[src/rtl/output_cell.sv]
// -----------------------------------------------------------------------------
// output_cell
//
// Fabric-to-pad output cell for one IO site. The data path is either a plain
// buffer or a capture register. A registered pad output-enable comes from a
// turnaround state machine. That machine inserts TURN_CYCLES high-Z guard
// cycles before the driver turns on, so a shared pad never sees two drivers
// at once.
//
// Parameters
//   MODE        "out_buff" : OQZ = F2A, combinational
//               "out_reg"  : OQZ is a register loaded from F2A unless held
//   TURN_CYCLES guard cycles between an enable request and driving (0..15)
//   INIT_VALUE  reset value of the data register ("out_reg" only)
//
// Ports
//   IQC   in   clock, rising edge
//   QRT   in   synchronous active-high reset
//   F2A   in   data from fabric toward pad
//   OQE   in   output-enable request (1 = drive pad)
//   OQH   in   hold data register ("out_reg" only)
//   OQZ   out  data to pad driver
//   OEZ   out  pad driver enable (1 = driving), registered
//   OBSY  out  1 while the turnaround guard is counting, registered
// -----------------------------------------------------------------------------
module output_cell #(
    parameter string MODE        = "out_buff",
    parameter int    TURN_CYCLES = 1,
    parameter logic  INIT_VALUE  = 1'b0
) (
    input  logic IQC,
    input  logic QRT,
    input  logic F2A,
    input  logic OQE,
    input  logic OQH,
    output logic OQZ,
    output logic OEZ,
    output logic OBSY
);

    typedef enum logic [1:0] {
        HIZ   = 2'd0,
        TURN  = 2'd1,
        DRIVE = 2'd2
    } state_t;

    // Counter load on entry to TURN. It counts the remaining guard cycles
    // after the entry edge, so TURN lasts exactly TURN_CYCLES edges.
    localparam logic [3:0] TURN_LOAD =
        (TURN_CYCLES > 0) ? 4'(TURN_CYCLES - 1) : 4'd0;

    if (TURN_CYCLES < 0 || TURN_CYCLES > 15) begin : g_bad_turn
        $error("output_cell: TURN_CYCLES must be in 0..15");
    end

    state_t     state_q, state_d;
    logic [3:0] cnt_q, cnt_d;

    // ---------------------------------------------------------------------
    // Enable FSM: next-state logic
    // ---------------------------------------------------------------------
    always_comb begin
        // NOTE: every variable assigned here gets a default first, so no path
        // leaves it unassigned and no latch is inferred.
        state_d = state_q;
        cnt_d   = cnt_q;
        case (state_q)
            HIZ: begin
                if (OQE) begin
                    if (TURN_CYCLES == 0) begin
                        state_d = DRIVE;
                    end else begin
                        state_d = TURN;
                        cnt_d   = TURN_LOAD;
                    end
                end
            end
            TURN: begin
                if (!OQE) begin
                    // Abort. The next request restarts the full guard.
                    state_d = HIZ;
                end else if (cnt_q == 4'd0) begin
                    state_d = DRIVE;
                end else begin
                    cnt_d = cnt_q - 4'd1;
                end
            end
            DRIVE: begin
                if (!OQE) begin
                    state_d = HIZ;
                end
            end
            default: begin
                state_d = HIZ;
            end
        endcase
    end

    // ---------------------------------------------------------------------
    // Enable FSM: state register and registered outputs
    // OEZ/OBSY are decoded from the next state and then flopped, so OQE has
    // no combinational path to the pad enable.
    // ---------------------------------------------------------------------
    always_ff @(posedge IQC) begin
        // NOTE: sequential state uses non-blocking assignments so every flop
        // samples pre-edge values, regardless of statement order.
        if (QRT) begin
            state_q <= HIZ;
            cnt_q   <= 4'd0;
            OEZ     <= 1'b0;
            OBSY    <= 1'b0;
        end else begin
            state_q <= state_d;
            cnt_q   <= cnt_d;
            OEZ     <= (state_d == DRIVE);
            OBSY    <= (state_d == TURN);
        end
    end

    // ---------------------------------------------------------------------
    // Data path
    // ---------------------------------------------------------------------
    if (MODE == "out_reg") begin : g_reg
        logic data_q;
        always_ff @(posedge IQC) begin
            if (QRT) begin
                data_q <= INIT_VALUE;
            end else if (!OQH) begin
                data_q <= F2A;
            end
        end
        assign OQZ = data_q;
    end else if (MODE == "out_buff") begin : g_buff
        // Hold has no meaning for a pure buffer.
        logic unused_hold;
        assign unused_hold = OQH;
        assign OQZ         = F2A;
    end else begin : g_bad_mode
        $error("output_cell: MODE must be \"out_buff\" or \"out_reg\"");
        logic unused_hold;
        assign unused_hold = OQH;
        assign OQZ         = 1'b0;
    end

endmodule

[config.mk]
export PLATFORM = sky130hd
export DESIGN_NAME = output_cell
export DESIGN_NICKNAME = d
export VERILOG_FILES = /design/src/rtl/output_cell.sv
export SDC_FILE = /design/constraint.sdc
export NUM_CORES = 1
export LEC_CHECK = 0
export ABC_AREA = 0
export BUFFER_PORTS_ARGS = -buffer_cell sky130_fd_sc_hd__buf_2
export CORE_AREA = 2 2 39 41
export DETAILED_ROUTE_END_ITERATION = 12
export DIE_AREA = 0 0 41 43
export GPL_TIMING_DRIVEN = 0
export PLACE_DENSITY_LB_ADDON = 0.3
export SLEW_MARGIN = 15
export SYNTH_ARGS = -nofsm -noshare
export SYNTH_HDL_FRONTEND = slang
export SYNTH_SLANG_ARGS = --single-unit
[constraint.sdc]
create_clock -name IQC -period 1.3 [get_ports IQC]
set_clock_uncertainty 0.1 [all_clocks]
set_input_delay 0.195 -clock IQC [delete_from_list [all_inputs] [get_ports IQC]]
set_output_delay 0.195 -clock IQC [all_outputs]
set_load 0.02 [all_outputs]
==> results list <==
- Number of port buffers: 5
- From left edge to right edge, the die measures ~40 um.
- Final core utilization: a little under two fifths
- Synth Area in Compound Gates: roughly 19%
- The worst hold path passes through 2 cells.
- Count of mapped cells out of synthesis: 41
* DPL Wire Length: roughly 520 um
* Wire length per cell after detailed routing: approximately 11 um
- The die is 43 um tall.
- Final cycle utilization of the critical path: 100%
- The routed design could run at a clock period as short as 1.30 ns.
* Min-Delay Endpoint: state_q[1]
- In this run the static leakage power is around 0.2 nW.
- Average size of a mapped cell: approximately 9.5 um^2
* Endpoint kind of the worst setup timing path: flop
* Antenna diodes: 0
* Number of design-rule violations left by the first detailed-router iteration: 2
- Number of cells in the finished layout apart from fillers: slightly below 70
- At the end of routability-driven placement, the weighted congestion stood at approximately 0.67.
* Fraction of final layout cells with drive strength greater than 1: between 50% and 60%
- Data on the critical path is required at its endpoint by around 1.3 ns.
- The final route contains approximately 340 vias.
- Dividing total power by cell area gives a power density of approximately 950 nW/um^2.
- Dividing the detail-routed via count by the number of cells gives 4.93.
* Total power draw: just over 500 uW
- Total Routing Usage GR: ~12%
- Total length of routed wires: between 700 and 800 um
- Residual antenna-violating net count after detailed routing: 0
- Synthesized flop and latch total: 8
- The synthesized netlist occupies a cell area of 388 um^2.
- The initial antenna violation count was 0.
- After synthesis, flip-flops and latches occupy 41.3% of the total area.
- Normalized max-slew margin: 67.4%
- In this run the critical register-to-register path is captured at cnt_q[1].
* Count of boundary I/O pins: 8
* Initial core utilization: 28.0%
- The first global-routing pass estimated roughly 1400 um of wire.
- Launch point of the worst reg-to-reg path: cnt_q[0]
* Area growth syn-to-layout: 36.5%
- Most used cells in the layout excluding fill and tap cells: 5 x dfxtp_1, 5 x buf_2, 4 x buf_4
* Violated checks: setup timing
- In the synthesized netlist, mux cells make up 0% of the area.
* Warnings from Yosys: 0
- Setup repair after global routing could not meet its margin everywhere.
* First-pass detailed-route iteration total: 2
- Bufs on Longest Clock Path: 2
* Slew at the pin closest to its max-slew limit: ~0.5 ns
* Core box area: about 1400 um^2
- At the later pin of the worst-skew pair, clock insertion delay measures about 0.25 ns.
- Dominant combinational cell family by area after synthesis: simple AND/OR/NAND/NOR gates
* Number of placed instances with taps included: 62
* Number of global-route vias before repair: 352
- The largest individual stage delay along the critical path comes from the cell or3b_4.
- Syn nets: 48
- Outcome: finished with violations
* Number of clock sinks: 8
- Max VDD drop: between 300 and 400 uV
- Clock-pin slew of the registers on the worst-case setup and hold paths: about 0.060 ns
* Sum of negative setup slack: -0.000256 ns
* Root cell of the clock tree: clkbuf_4
- The tool flagged a number of max-cap violations equal to 0.
- At the worst endpoint, the arrival time is between 1 and 1.5 ns.
* GRT overflow: 0
- The number of failing hold endpoints at the final stage is 0.
* Number of hold buffers added after CTS: 0
* Final setup violation count: 1
- TritonCTS built the clock tree.
* Beginning of the worst hold path: OQE
* Maximum level of the CTS H-tree: 1
* Total Die Area: between 1500 and 2000 um^2
- For this run, design rule violations remaining after detail routing come to 0.
- Timing analysis after detailed placement gives a worst setup slack of -0.0476 ns.
* Xor and xnor fraction of the mapped netlist area: 0%
* Arithmetic-cell share of the synthesized area counting full adders, half adders and majority gates: ~6.5%
* Std-Cell Rows: 14
* Design area: roughly 530 um^2
- Hold crit path type: in2reg
- Pin count of the biggest net entering global routing: 11
* Number of different library cells in the post-synthesis netlist: 22
- Setup slack of the worst register-to-register path: -0.0003 ns
- In the post-route analysis, the smallest setup slack over all paths is -0.000256 ns.
- The number of clock buffers added by TritonCTS is 3.
- Crit path launch type: flop
* Path depth of the worst reg2reg path: 5
* Critical Path, Cell by Cell: inv_2 -> ha_4 -> or3b_4 -> nand3_4 -> o32ai_2
- The final max-slew violation count came to 0.
- At the end of the flow, the number of nets in the layout was 61.
- In this design, the stage delay of the slowest critical-path cell is between 0.3 and 0.4 ns.
* Worst hold margin: 0.127 ns
- Along the worst path, the maximum fanout reaches 3.
- Placed cell area: ~450 um^2
* Post-synthesis simple-gate area fraction: 26.1%
- The critical path is of the reg2reg type.
* Achievable clock frequency: 0.769 GHz
- Crit. Startpoint: cnt_q[0]
-- layout make-up --
type / count / area (um^2)
Timing Repair Buffer: 8 / 47.5
Buffer: 2 / 11.3
Tap cell: 16 / 20.0
Sequential cell: 8 / 164
Inverter: 4 / 15.0
Fill cell: 136 / 855
Multi-Input combinational cell: 27 / 249
Clock buffer: 3 / 22.5
-- cell usage after synthesis --
library cell | number | area [um^2]
o32ai_1 | 1 | 8.76
o32ai_2 | 1 | 16.3
o31a_1 | 2 | 17.5
or2_2 | 2 | 12.5
nor3b_1 | 2 | 15.0
dfxtp_1 | 8 | 160
nand2b_1 | 3 | 18.8
clkbuf_1 | 1 | 3.75
o21ai_0 | 1 | 5.00
a21oi_1 | 2 | 10.0
o22ai_1 | 1 | 6.26
nand3_1 | 1 | 5.00
or3_1 | 1 | 6.26
o41a_1 | 1 | 11.3
nor2b_1 | 3 | 18.8
inv_1 | 4 | 15.0
buf_4 | 1 | 7.51
ha_1 | 2 | 25.0
nand2_1 | 1 | 3.75
nand4_1 | 1 | 6.26
or3b_1 | 1 | 8.76
nor4_1 | 1 | 6.26
-- worst max-delay path by stage --
| stage | endpoint | slack (ns) | depth (start not counted) |
|---|---|---|---|
| 4_1_cts | cnt_q[2] | -0.02 | 5 |
| 2_1_floorplan | cnt_q[2] | 0.02 | 5 |
| 5_1_grt | cnt_q[1] | -0.06 | 5 |
| 6_report | cnt_q[1] | -0.0003 | 5 |
| 3_3_place_gp | cnt_q[2] | -0.04 | 5 |
| 3_5_place_dp | cnt_q[2] | -0.05 | 5 |
-- repair_timing --
action                                  in CTS  in global routing
setup buffers                                3                  0
endpoints found under the setup margin       6                  8
pin swaps                                    0                  3
gates resized for setup                      2                  5
-- sequential cells by signal, summed over array words and instances (netlist names) --
signal	count
cnt_q	4
state_q	2
OBSY	1
OEZ	1
-- routing by layer --
| layer | global-route usage, % | share of wire (%) | routed length [um] | vias to the layer above |
|---|---|---|---|---|
| met5 | 0 | 0 | 0 | - |
| met4 | 10.0 | 1.6 | 12 | 0 |
| met3 | 4.71 | 2.4 | 18 | 2 |
| met2 | 17.8 | 52 | 393 | 4 |
| met1 | 13.2 | 44 | 331 | 159 |
| li1 | - | - | - | 170 |
-- cells by family (layout without fill, tap and decap cells) --
kind of cell             after synthesis  in the layout
AO/OA/AOI/OAI                          9              9
flip-flops                             8              8
adder cells (fa/ha/maj)                2              2
buffers and inverters                  6             17
AND/OR/NAND/NOR                       16             16
-- critical path: cells and delay by family, from the launching register on --
kind                       cells  cell delay [ns]
AOI/OAI and AO/OA              1             0.08
and+or+nand+nor                2             0.48
DFF                            1             0.32
buffers and inverters          1             0.07
adders and majority gates      1             0.12
-- report_power, final --
part	internal, mW	switching [mW]	leakage [nW]
combinational	0.0238	0.0286	0.126
sequential	0.252	0.00555	0.0664
clock	0.106	0.0869	0.0138
(Power assumes the default switching activity.)
